[config.mk]
export PLATFORM = sky130hd
export DESIGN_NAME = native_stream_out_port
export DESIGN_NICKNAME = d
export VERILOG_FILES = /design/src/rtl/native_port_pkg.sv /design/src/rtl/sync_edge_det.sv /design/src/rtl/native_stream_out_port.sv
export SDC_FILE = /design/constraint.sdc
export NUM_CORES = 1
export LEC_CHECK = 0
export ABC_CLOCK_PERIOD_IN_PS = 2900
export BUFFER_PORTS_ARGS = -buffer_cell sky130_fd_sc_hd__buf_2
export CORE_ASPECT_RATIO = 0.9
export CORE_MARGIN = 1.5
export CORE_UTILIZATION = 40
export DETAILED_ROUTE_END_ITERATION = 6
export PLACE_DENSITY = 0.81
export SETUP_SLACK_MARGIN = 0.5
export SLEW_MARGIN = 40
export SYNTH_ARGS = -nofsm -noshare
export SYNTH_HDL_FRONTEND = slang
export SYNTH_HIERARCHICAL = 1
export SYNTH_SLANG_ARGS = --single-unit
[constraint.sdc]
create_clock -name clock -period 2.9 [get_ports clock]
set_clock_uncertainty 0.2 [all_clocks]
set_input_delay 0.145 -clock clock [delete_from_list [all_inputs] [get_ports clock]]
set_output_delay 0.145 -clock clock [all_outputs]
set_load 0.03 [all_outputs]
[src/rtl/native_port_pkg.sv]
// Shared definitions for the native stream output port: FSM states,
// read-alignment mode names, the supported LAT range and the sync tap layout.
package native_port_pkg;

  typedef enum logic [1:0] {
    IDLE,
    ACTIVE,
    DONE
  } port_state_e;

  localparam logic [31:0] MODE_ONCE = "ONCE";
  localparam logic [31:0] MODE_LINE = "LINE";

  localparam int unsigned LAT_MIN = 1;
  localparam int unsigned LAT_MAX = 4;

  // One stage of the sync delay line; starve marks a de cycle read from an empty FIFO
  typedef struct packed {
    logic vs;
    logic hs;
    logic de;
    logic starve;
  } sync_tap_t;

endpackage

[src/rtl/sync_edge_det.sv]
// Registered rising/falling edge detector. Edges are reported one cycle after
// the new level is sampled. The first sample after reset only primes the
// history, so a level already high at reset release never looks like an edge.
module sync_edge_det (
  input  logic clk,
  input  logic rst,
  input  logic sig,
  output logic rise,
  output logic fall
);

  logic prev_q, prev_d;
  logic valid_q, valid_d;
  logic rise_q, rise_d;
  logic fall_q, fall_d;

  // Compare the new sample against the previous one once history is valid
  always_comb begin
    prev_d  = sig;
    valid_d = 1'b1;
    rise_d  = valid_q & ~prev_q & sig;
    fall_d  = valid_q & prev_q & ~sig;
  end

  // History and pulse registers
  always_ff @(posedge clk or posedge rst) begin
    if (rst) begin
      prev_q  <= 1'b0;
      valid_q <= 1'b0;
      rise_q  <= 1'b0;
      fall_q  <= 1'b0;
    end else begin
      prev_q  <= prev_d;
      valid_q <= valid_d;
      rise_q  <= rise_d;
      fall_q  <= fall_d;
    end
  end

  assign rise = rise_q;
  assign fall = fall_q;

endmodule

[src/rtl/native_stream_out_port.sv]
// Native video stream output port: reads pixels from a FIFO under the timing
// generator's data enable, realigns syncs and data by LAT cycles (LAT in
// LAT_MIN..LAT_MAX), substitutes FILL on starvation, tracks frame/line
// progress and keeps sticky error flags.
// Optional build macro NATIVE_OUT_LINECHK_EN adds the per-line pixel count check.
module native_stream_out_port
  import native_port_pkg::*;
#(
  parameter int unsigned      DSIZE = 24,
  parameter int unsigned      LAT   = 1,
  parameter logic [31:0]      MODE  = "ONCE",
  parameter logic [DSIZE-1:0] FILL  = '0
) (
  input  logic             clock,
  input  logic             rst,
  input  logic [15:0]      vactive,
  input  logic [15:0]      hactive,
  input  logic             in_vsync,
  input  logic             in_hsync,
  input  logic             in_de,
  input  logic [DSIZE-1:0] in_data,
  input  logic             in_empty,
  input  logic             err_clr,
  output logic             out_vsync,
  output logic             out_hsync,
  output logic             out_de,
  output logic [DSIZE-1:0] odata,
  output logic             rd_en,
  output logic             falign,
  output logic             lalign,
  output logic             ealign,
  output logic             underflow,
  output logic             line_err,
  output logic             short_frame,
  output logic [15:0]      lcnt
);

  localparam logic LINE_MODE = (MODE == MODE_LINE);

  sync_tap_t [LAT-1:0] tap_q, tap_d;
  logic [DSIZE-1:0]    data_tap;
  port_state_e         state_q, state_d;
  logic [15:0]         lcnt_q, lcnt_d;
  logic                underflow_q, underflow_d;
  logic                short_q, short_d;
  logic                vs_rise, de_fall;
  logic                vs_fall_unused, de_rise_unused;

  assign rd_en = in_de & ~in_empty;

  sync_edge_det u_vs_edge (
    .clk  (clock),
    .rst  (rst),
    .sig  (in_vsync),
    .rise (vs_rise),
    .fall (vs_fall_unused)
  );

  sync_edge_det u_de_edge (
    .clk  (clock),
    .rst  (rst),
    .sig  (in_de),
    .rise (de_rise_unused),
    .fall (de_fall)
  );

  // Sync delay line: LAT stages, starvation tag travels with its de cycle
  always_comb begin
    tap_d    = tap_q;
    tap_d[0] = {in_vsync, in_hsync, in_de, in_de & in_empty};
    for (int unsigned i = 1; i < LAT; i++) begin
      tap_d[i] = tap_q[i-1];
    end
  end

  // FIFO data already lags rd_en by one cycle, so it needs one stage fewer
  generate
    if (LAT == 1) begin : g_data_direct
      assign data_tap = in_data;
    end else begin : g_data_pipe
      logic [LAT-2:0][DSIZE-1:0] data_q, data_d;

      // Data delay line of LAT-1 stages
      always_comb begin
        data_d    = data_q;
        data_d[0] = in_data;
        for (int unsigned i = 1; i < LAT - 1; i++) begin
          data_d[i] = data_q[i-1];
        end
      end

      // Data delay registers
      always_ff @(posedge clock or posedge rst) begin
        if (rst) data_q <= '0;
        else     data_q <= data_d;
      end

      assign data_tap = data_q[LAT-2];
    end
  endgenerate

  assign out_vsync = tap_q[LAT-1].vs;
  assign out_hsync = tap_q[LAT-1].hs;
  assign out_de    = tap_q[LAT-1].de;
  assign odata     = !tap_q[LAT-1].de    ? '0   :
                     tap_q[LAT-1].starve ? FILL : data_tap;

  assign falign = vs_rise;
  assign lalign = LINE_MODE ? de_fall : 1'b0;

  // Frame FSM, line counter and sticky flags; falign outranks every other event
  always_comb begin
    state_d     = state_q;
    lcnt_d      = lcnt_q;
    ealign      = 1'b0;
    short_d     = short_q & ~err_clr;
    underflow_d = (underflow_q & ~err_clr) | (in_de & in_empty);
    unique case (state_q)
      IDLE: begin
        if (vs_rise) begin
          state_d = ACTIVE;
          lcnt_d  = '0;
        end
      end
      ACTIVE: begin
        if (vs_rise) begin
          lcnt_d  = '0;
          short_d = 1'b1;
        end else if (lcnt_q == vactive) begin
          state_d = DONE;
          ealign  = 1'b1;
        end else if (de_fall && lcnt_q != '1) begin
          lcnt_d = lcnt_q + 16'd1;
        end
      end
      DONE: begin
        if (vs_rise) begin
          state_d = ACTIVE;
          lcnt_d  = '0;
        end
      end
      default: state_d = IDLE;
    endcase
  end

  // State, counter and flag registers
  always_ff @(posedge clock or posedge rst) begin
    if (rst) begin
      tap_q       <= '0;
      state_q     <= IDLE;
      lcnt_q      <= '0;
      underflow_q <= 1'b0;
      short_q     <= 1'b0;
    end else begin
      tap_q       <= tap_d;
      state_q     <= state_d;
      lcnt_q      <= lcnt_d;
      underflow_q <= underflow_d;
      short_q     <= short_d;
    end
  end

  assign lcnt        = lcnt_q;
  assign underflow   = underflow_q;
  assign short_frame = short_q;

`ifdef NATIVE_OUT_LINECHK_EN
  logic [15:0] pix_q, pix_d;
  logic        line_err_q, line_err_d;

  // Pixel count per line; restart on the fall pulse, counting a de that is already back
  always_comb begin
    pix_d = pix_q;
    if (de_fall)                     pix_d = {15'd0, in_de};
    else if (in_de && pix_q != '1)   pix_d = pix_q + 16'd1;
    line_err_d = (line_err_q & ~err_clr) | (de_fall & (pix_q != hactive));
  end

  // Pixel counter and line error registers
  always_ff @(posedge clock or posedge rst) begin
    if (rst) begin
      pix_q      <= '0;
      line_err_q <= 1'b0;
    end else begin
      pix_q      <= pix_d;
      line_err_q <= line_err_d;
    end
  end

  assign line_err = line_err_q;
`else
  logic hactive_unused;
  assign hactive_unused = ^hactive;
  assign line_err       = 1'b0;
`endif

endmodule

==> key figures, run 1 <==
Timing
  – Min Tclk post-route: 2514 ps
  – Final Hold Fails: 0
  – Final worst path period share: 0.8669
  – Max_slew headroom: 0.6021
  – Setup tns final: 0 ps
  – Max Freq: 397.8 MHz
  – Slew @ Worst Pin: 594.1 ps
  – # setup viols final: 0
  – Count of pins over their slew limit: 0
  – RSZ-0062 raised after global routing: yes

Logic synthesis
  – Cell count after synthesis: 191
  – Post-Syn Area: 0.001829 mm2
  – Syn. warnings: 6
  – Avg Cell Area, Syn: 9.577 um2

Die
  – Num rows: 23
  – Die width: 74.28 um
  – Die H: 67.16 um
  – Io pins: 113
  – Core area: 0.004432 mm2
  – Starting density of the core: 0.4128
  – Die area: 0.004988 mm2

Worst setup path
  – Slowest cell on the critical path: dfrtp_2
  – CP max FO: 8
  – Critical path class: flip-flop to flip-flop
  – Worst path required time: 2880 ps
  – CP bufs+invs: 2
  – CP Launch Type: flip-flop
  – Most Frequent Cell on Critical Path: and3_4
  – Max incr delay on CP: 460 ps
  – Worst setup EP type: flip-flop
  – Top cell family by delay on the critical path: simple AND/OR/NAND/NOR gates
  – CP arrival: 2490 ps
  – Worst-path cell chain: buf_12, ha_4, and3_4, and3_4, a41oi_4, o31ai_4, or2_4, buf_8, o31ai_2

Power
  – Total Power: 1377 uW
  – Static Leak: 0.001486 uW
  – Power Density: 488.1 mW/mm2
  – Peak VDD IR: 316.5 uV

Flow run
  – Maxcap violations: 0

Route
  – Post-DR wirelength/cell: 15.02 um
  – Routed WL: 5543 um
  – Vias: 1919
  – DRT iter0 DRCs: 135
  – Mean number of vias per cell: 5.201
  – DRC Markers: 0
  – Total iterations of the first detailed-routing run: 4
  – DRT antenna net count: 0

Cells and area
  – Max FFs per register: 16
  – Fill cell count: 347
  – Final core utilization: 0.6366
  – Leading cell type in the layout, fill and taps excluded: buf_2
  – Most frequent cells in the layout: buf_2 (93), and2_1 (27), dfrtp_1 (24)
  – Area delta synth->final: 54.24%
  – N_diodes: 0
  – Finished Layout Cells: 369
  – # nets final: 370
  – Design Area, Final: 0.002821 mm2
  – Share of layout cells above drive strength 1: 0.5081

Clocking
  – CTS Sinks: 30
  – Num CTS Buffers: 5
  – H-Tree Depth: 2
  – Root buf cell: clkbuf_8
  – Worst skew pair latency: 290 ps
  – Worst-path clk slew: 70 ps
  – TritonCTS clock tree: yes
  – Max Root-Sink Buffers: 2

Place
  – Placed Area: 0.002367 mm2
  – RePlAce Congestion: 0.8740
  – DP HPWL: 3550 um
  – IO Port Bufs: 94
  – Placed Cells: 341

Global route
  – Antenna violations before repair: 0
  – Largest net degree at the start of global routing: 25
  – GRT Resource Usage Total: 0.1982
  – Congestion Overflow GR: 0
  – Vias in the first global route: 1621
  – First-pass GRT wire length: 7596 um

Worst hold path
  – Worst min-delay path class: primary input to asynchronous set/reset pin

Outcome
  – Status: finished, final reports clean
[cell type report]
type / instances / area [um2] / share of cell area
multi-input cells: 140 / 1129 / 0.4000
clock buffers: 5 / 68.82 / 0.02439
inverters: 10 / 37.54 / 0.01330
well taps: 62 / 77.57 / 0.02749
repair buffers: 119 / 710.7 / 0.2519
flip-flops and latches: 30 / 758.2 / 0.2687
clock inverters: 3 / 40.04 / 0.01419
[tightest hold or removal path, cell delays in order]
cell           delay [ps]
dlygate4sd3_1         530
buf_2                 140
inv_1                 100
[what timing repair did]
item | CTS | global route
setup buffers | 6 | 8
pin swaps | 6 | 12
endpoints found under the setup margin | 16 | 17
endpoints found under the hold margin | 40 | 0
resized for setup | 5 | 28
hold buffers | 6 | 0
[per-layer routing]
metal  part of all wire  track usage  vias to the layer above
met1               0.40       0.2681                      922
li1                   -            -                      889
met4              0.019      0.03409                        0
met2               0.51       0.3270                       95
met3              0.074      0.04925                       13
met5                  0            0                        -
[where the power goes]
group	switching [uW]	internal [uW]	leakage, uW
registers	51.4	452	0.000383
logic	264	194	0.00105
clock network	163	252	0.0000579
total	478	899	0.00149
[through the flow]
| step | setup slack [ps] | hold WS, ps |
|---|---|---|
| global route | 354.8 | 115.1 |
| CTS | 504.6 | 97.79 |
| finish | 385.9 | 92.78 |
| detailed placement | 448.1 | -158.6 |
| floorplan | 523.7 | -301.4 |
| global placement | 539.2 | -167.7 |
[worst paths after layout]
kind	startpoint	endpoint	slack [ps]	cells after the start
max in group asynchronous	rst	lcnt[5]$_DFFE_PP0P_	1860	3
max reg2reg	lcnt[0]$_DFFE_PP0P_	lcnt[12]$_DFFE_PP0P_	390	9
max	lcnt[0]$_DFFE_PP0P_	lcnt[12]$_DFFE_PP0P_	390	9
min	rst	u_vs_edge/rise$_DFF_PP0_	90	3
min in group clock	underflow$_DFF_PP0_	underflow$_DFF_PP0_	270	1
min reg2reg	underflow$_DFF_PP0_	underflow$_DFF_PP0_	270	1
Power figures use the tool's default switching activity.
==> inputs of run 2 (changes only) <==
ABC_AREA = 1   (was unset)
PLACE_DENSITY = 0.79   (was 0.81)
==> key figures, run 2 <==
Outcome
  – Status: finished, final reports clean

Cells and area
  – Seq. cell area: 750.7 um2
  – Design Area, Final: 0.002698 mm2
  – Area delta synth->final: 33.66%
  – Most frequent cells in the layout: buf_2 (94), nand2_1 (87), nor2_1 (58)
  – Fill cell count: 477
  – Leading cell type in the layout, fill and taps excluded: buf_2
  – # nets final: 481
  – Multi-input combinational cell area: 989.7 um2
  – Max FFs per register: 16
  – Final core utilization: 0.5545
  – Finished Layout Cells: 481
  – Share of layout cells above drive strength 1: 0.2837
  – N_diodes: 0

Place
  – Placed Cells: 465
  – Placed Area: 0.002525 mm2
  – DP HPWL: 3894 um
  – IO Port Bufs: 94
  – RePlAce Congestion: 0.9513

Clocking
  – CTS Sinks: 30
  – Root buf cell: clkbuf_8
  – Worst skew pair latency: 280 ps
  – Worst-path clk slew: 60 ps
  – Max Root-Sink Buffers: 2
  – TritonCTS clock tree: yes
  – Num CTS Buffers: 5
  – H-Tree Depth: 2

Worst setup path
  – CP arrival: 1820 ps
  – Slowest cell on the critical path: dfrtp_1
  – Worst-path cell chain: xnor2_1, nand3_1, nor2_2, nand4_4, inv_1, buf_2
  – Max incr delay on CP: 440 ps
  – Critical R2R Launch: lcnt[0]$_DFFE_PP0P_
  – Critical Path Source: lcnt[0]$_DFFE_PP0P_
  – Critical path class: flip-flop to output port
  – Worst setup EP type: output port
  – FF-to-FF setup slack: 820 ps
  – CP Launch Type: flip-flop
  – CP max FO: 8
  – Worst path required time: 2560 ps

Die
  – Die area: 0.005481 mm2
  – Num rows: 24
  – Die H: 70.39 um
  – Io pins: 113
  – Starting density of the core: 0.4149
  – Die width: 77.88 um
  – Core area: 0.004865 mm2

Power
  – Power Internal: 759.5 uW
  – Part of the power in registers: 0.411
  – Net Sw Power: 432.6 uW
  – Comb pwr share: 0.316
  – Peak VDD IR: 413.9 uV
  – Clock power frac: 0.273
  – Net Sw Frac: 0.3629
  – Static Leak: 0.001614 uW
  – Power Density: 441.9 mW/mm2

Logic synthesis
  – Avg Cell Area, Syn: 6.448 um2
  – Syn. warnings: 6
  – Post-Syn Area: 0.002018 mm2
  – Cell count after synthesis: 313

Worst hold path
  – Worst min-delay path class: primary input to asynchronous set/reset pin

Route
  – Mean number of vias per cell: 4.538
  – DRT iter0 DRCs: 159
  – Total iterations of the first detailed-routing run: 5
  – DRT antenna net count: 0
  – Routed WL: 5203 um
  – Post-DR wirelength/cell: 10.82 um
  – DRC Markers: 0
  – Vias: 2183

Timing
  – Final worst path period share: 0.7454
  – Min Tclk post-route: 2162 ps
  – Max_slew headroom: 0.5348
  – Count of pins over their slew limit: 0
  – Slew @ Worst Pin: 696.1 ps
  – Setup tns final: 0 ps
  – RSZ-0062 raised after global routing: no
  – # setup viols final: 0
  – Max Freq: 462.6 MHz
  – Final Hold Fails: 0

Global route
  – Largest net degree at the start of global routing: 25
  – First-pass GRT wire length: 8480 um
  – Vias in the first global route: 1908
  – Antenna violations before repair: 0
  – Congestion Overflow GR: 0
  – GRT Resource Usage Total: 0.1947

Flow run
  – Maxcap violations: 0
run 2: through the flow:
stage	setup WS, ps	total power, uW	hold WS [ps]
4_1_cts	580.7	1200	98.77
2_1_floorplan	878.8	750.8	-301.4
6_report	738.4	1192	96.69
3_3_place_gp	891.7	860.4	-166.9
3_5_place_dp	849.3	867.2	-153.0
5_1_grt	578.7	1263	119.4
run 2: power groups by stage:
stage	registers [uW]	logic, uW	clock network [uW]
2_1_floorplan	543	208	0
3_3_place_gp	497	363	0
3_5_place_dp	497	370	0
4_1_cts	490	378	332
5_1_grt	498	417	348
6_report	489	377	325
run 2: critical path, delay by kind of cell (launching register included):
family / cells / cell delay, ps
buf+inv: 2 / 270
simple gates: 3 / 550
xor+xnor: 1 / 270
flops: 1 / 440
run 2: timing repair:
action	in CTS	in global routing
hold buffers	6	0
setup endpoints to repair	0	1
hold endpoints to repair	40	0
buffers inserted	0	4
resized for setup	0	0
run 2: final cells by class:
type                            instances  share of cell area
Tap cell                               65             0.03015
Inverter                               60             0.08349
Clock buffer                            6             0.03061
Timing Repair Buffer                  105              0.2106
Multi-Input combinational cell        215              0.3669
Sequential cell                        30              0.2783
run 2: routing by layer:
layer | share of wire | up-vias | wire, um | track usage
met5 | 0 | - | 0 | 0
met4 | 0.016 | 0 | 84 | 0.07273
met3 | 0.087 | 6 | 455 | 0.04444
met2 | 0.47 | 95 | 2457 | 0.3130
met1 | 0.42 | 946 | 2205 | 0.2539
li1 | - | 1136 | - | -
run 2: final timing paths:
kind / cells past startpoint / end
max: 6 / ealign
min: 3 / u_de_edge/valid_q$_DFF_PP0_
max reg2reg: 8 / lcnt[5]$_DFFE_PP0P_
min reg2reg: 1 / u_vs_edge/rise$_DFF_PP0_
max in group asynchronous: 3 / lcnt[14]$_DFFE_PP0P_
min in group clock: 6 / state_q[1]$_DFFE_PP0P_
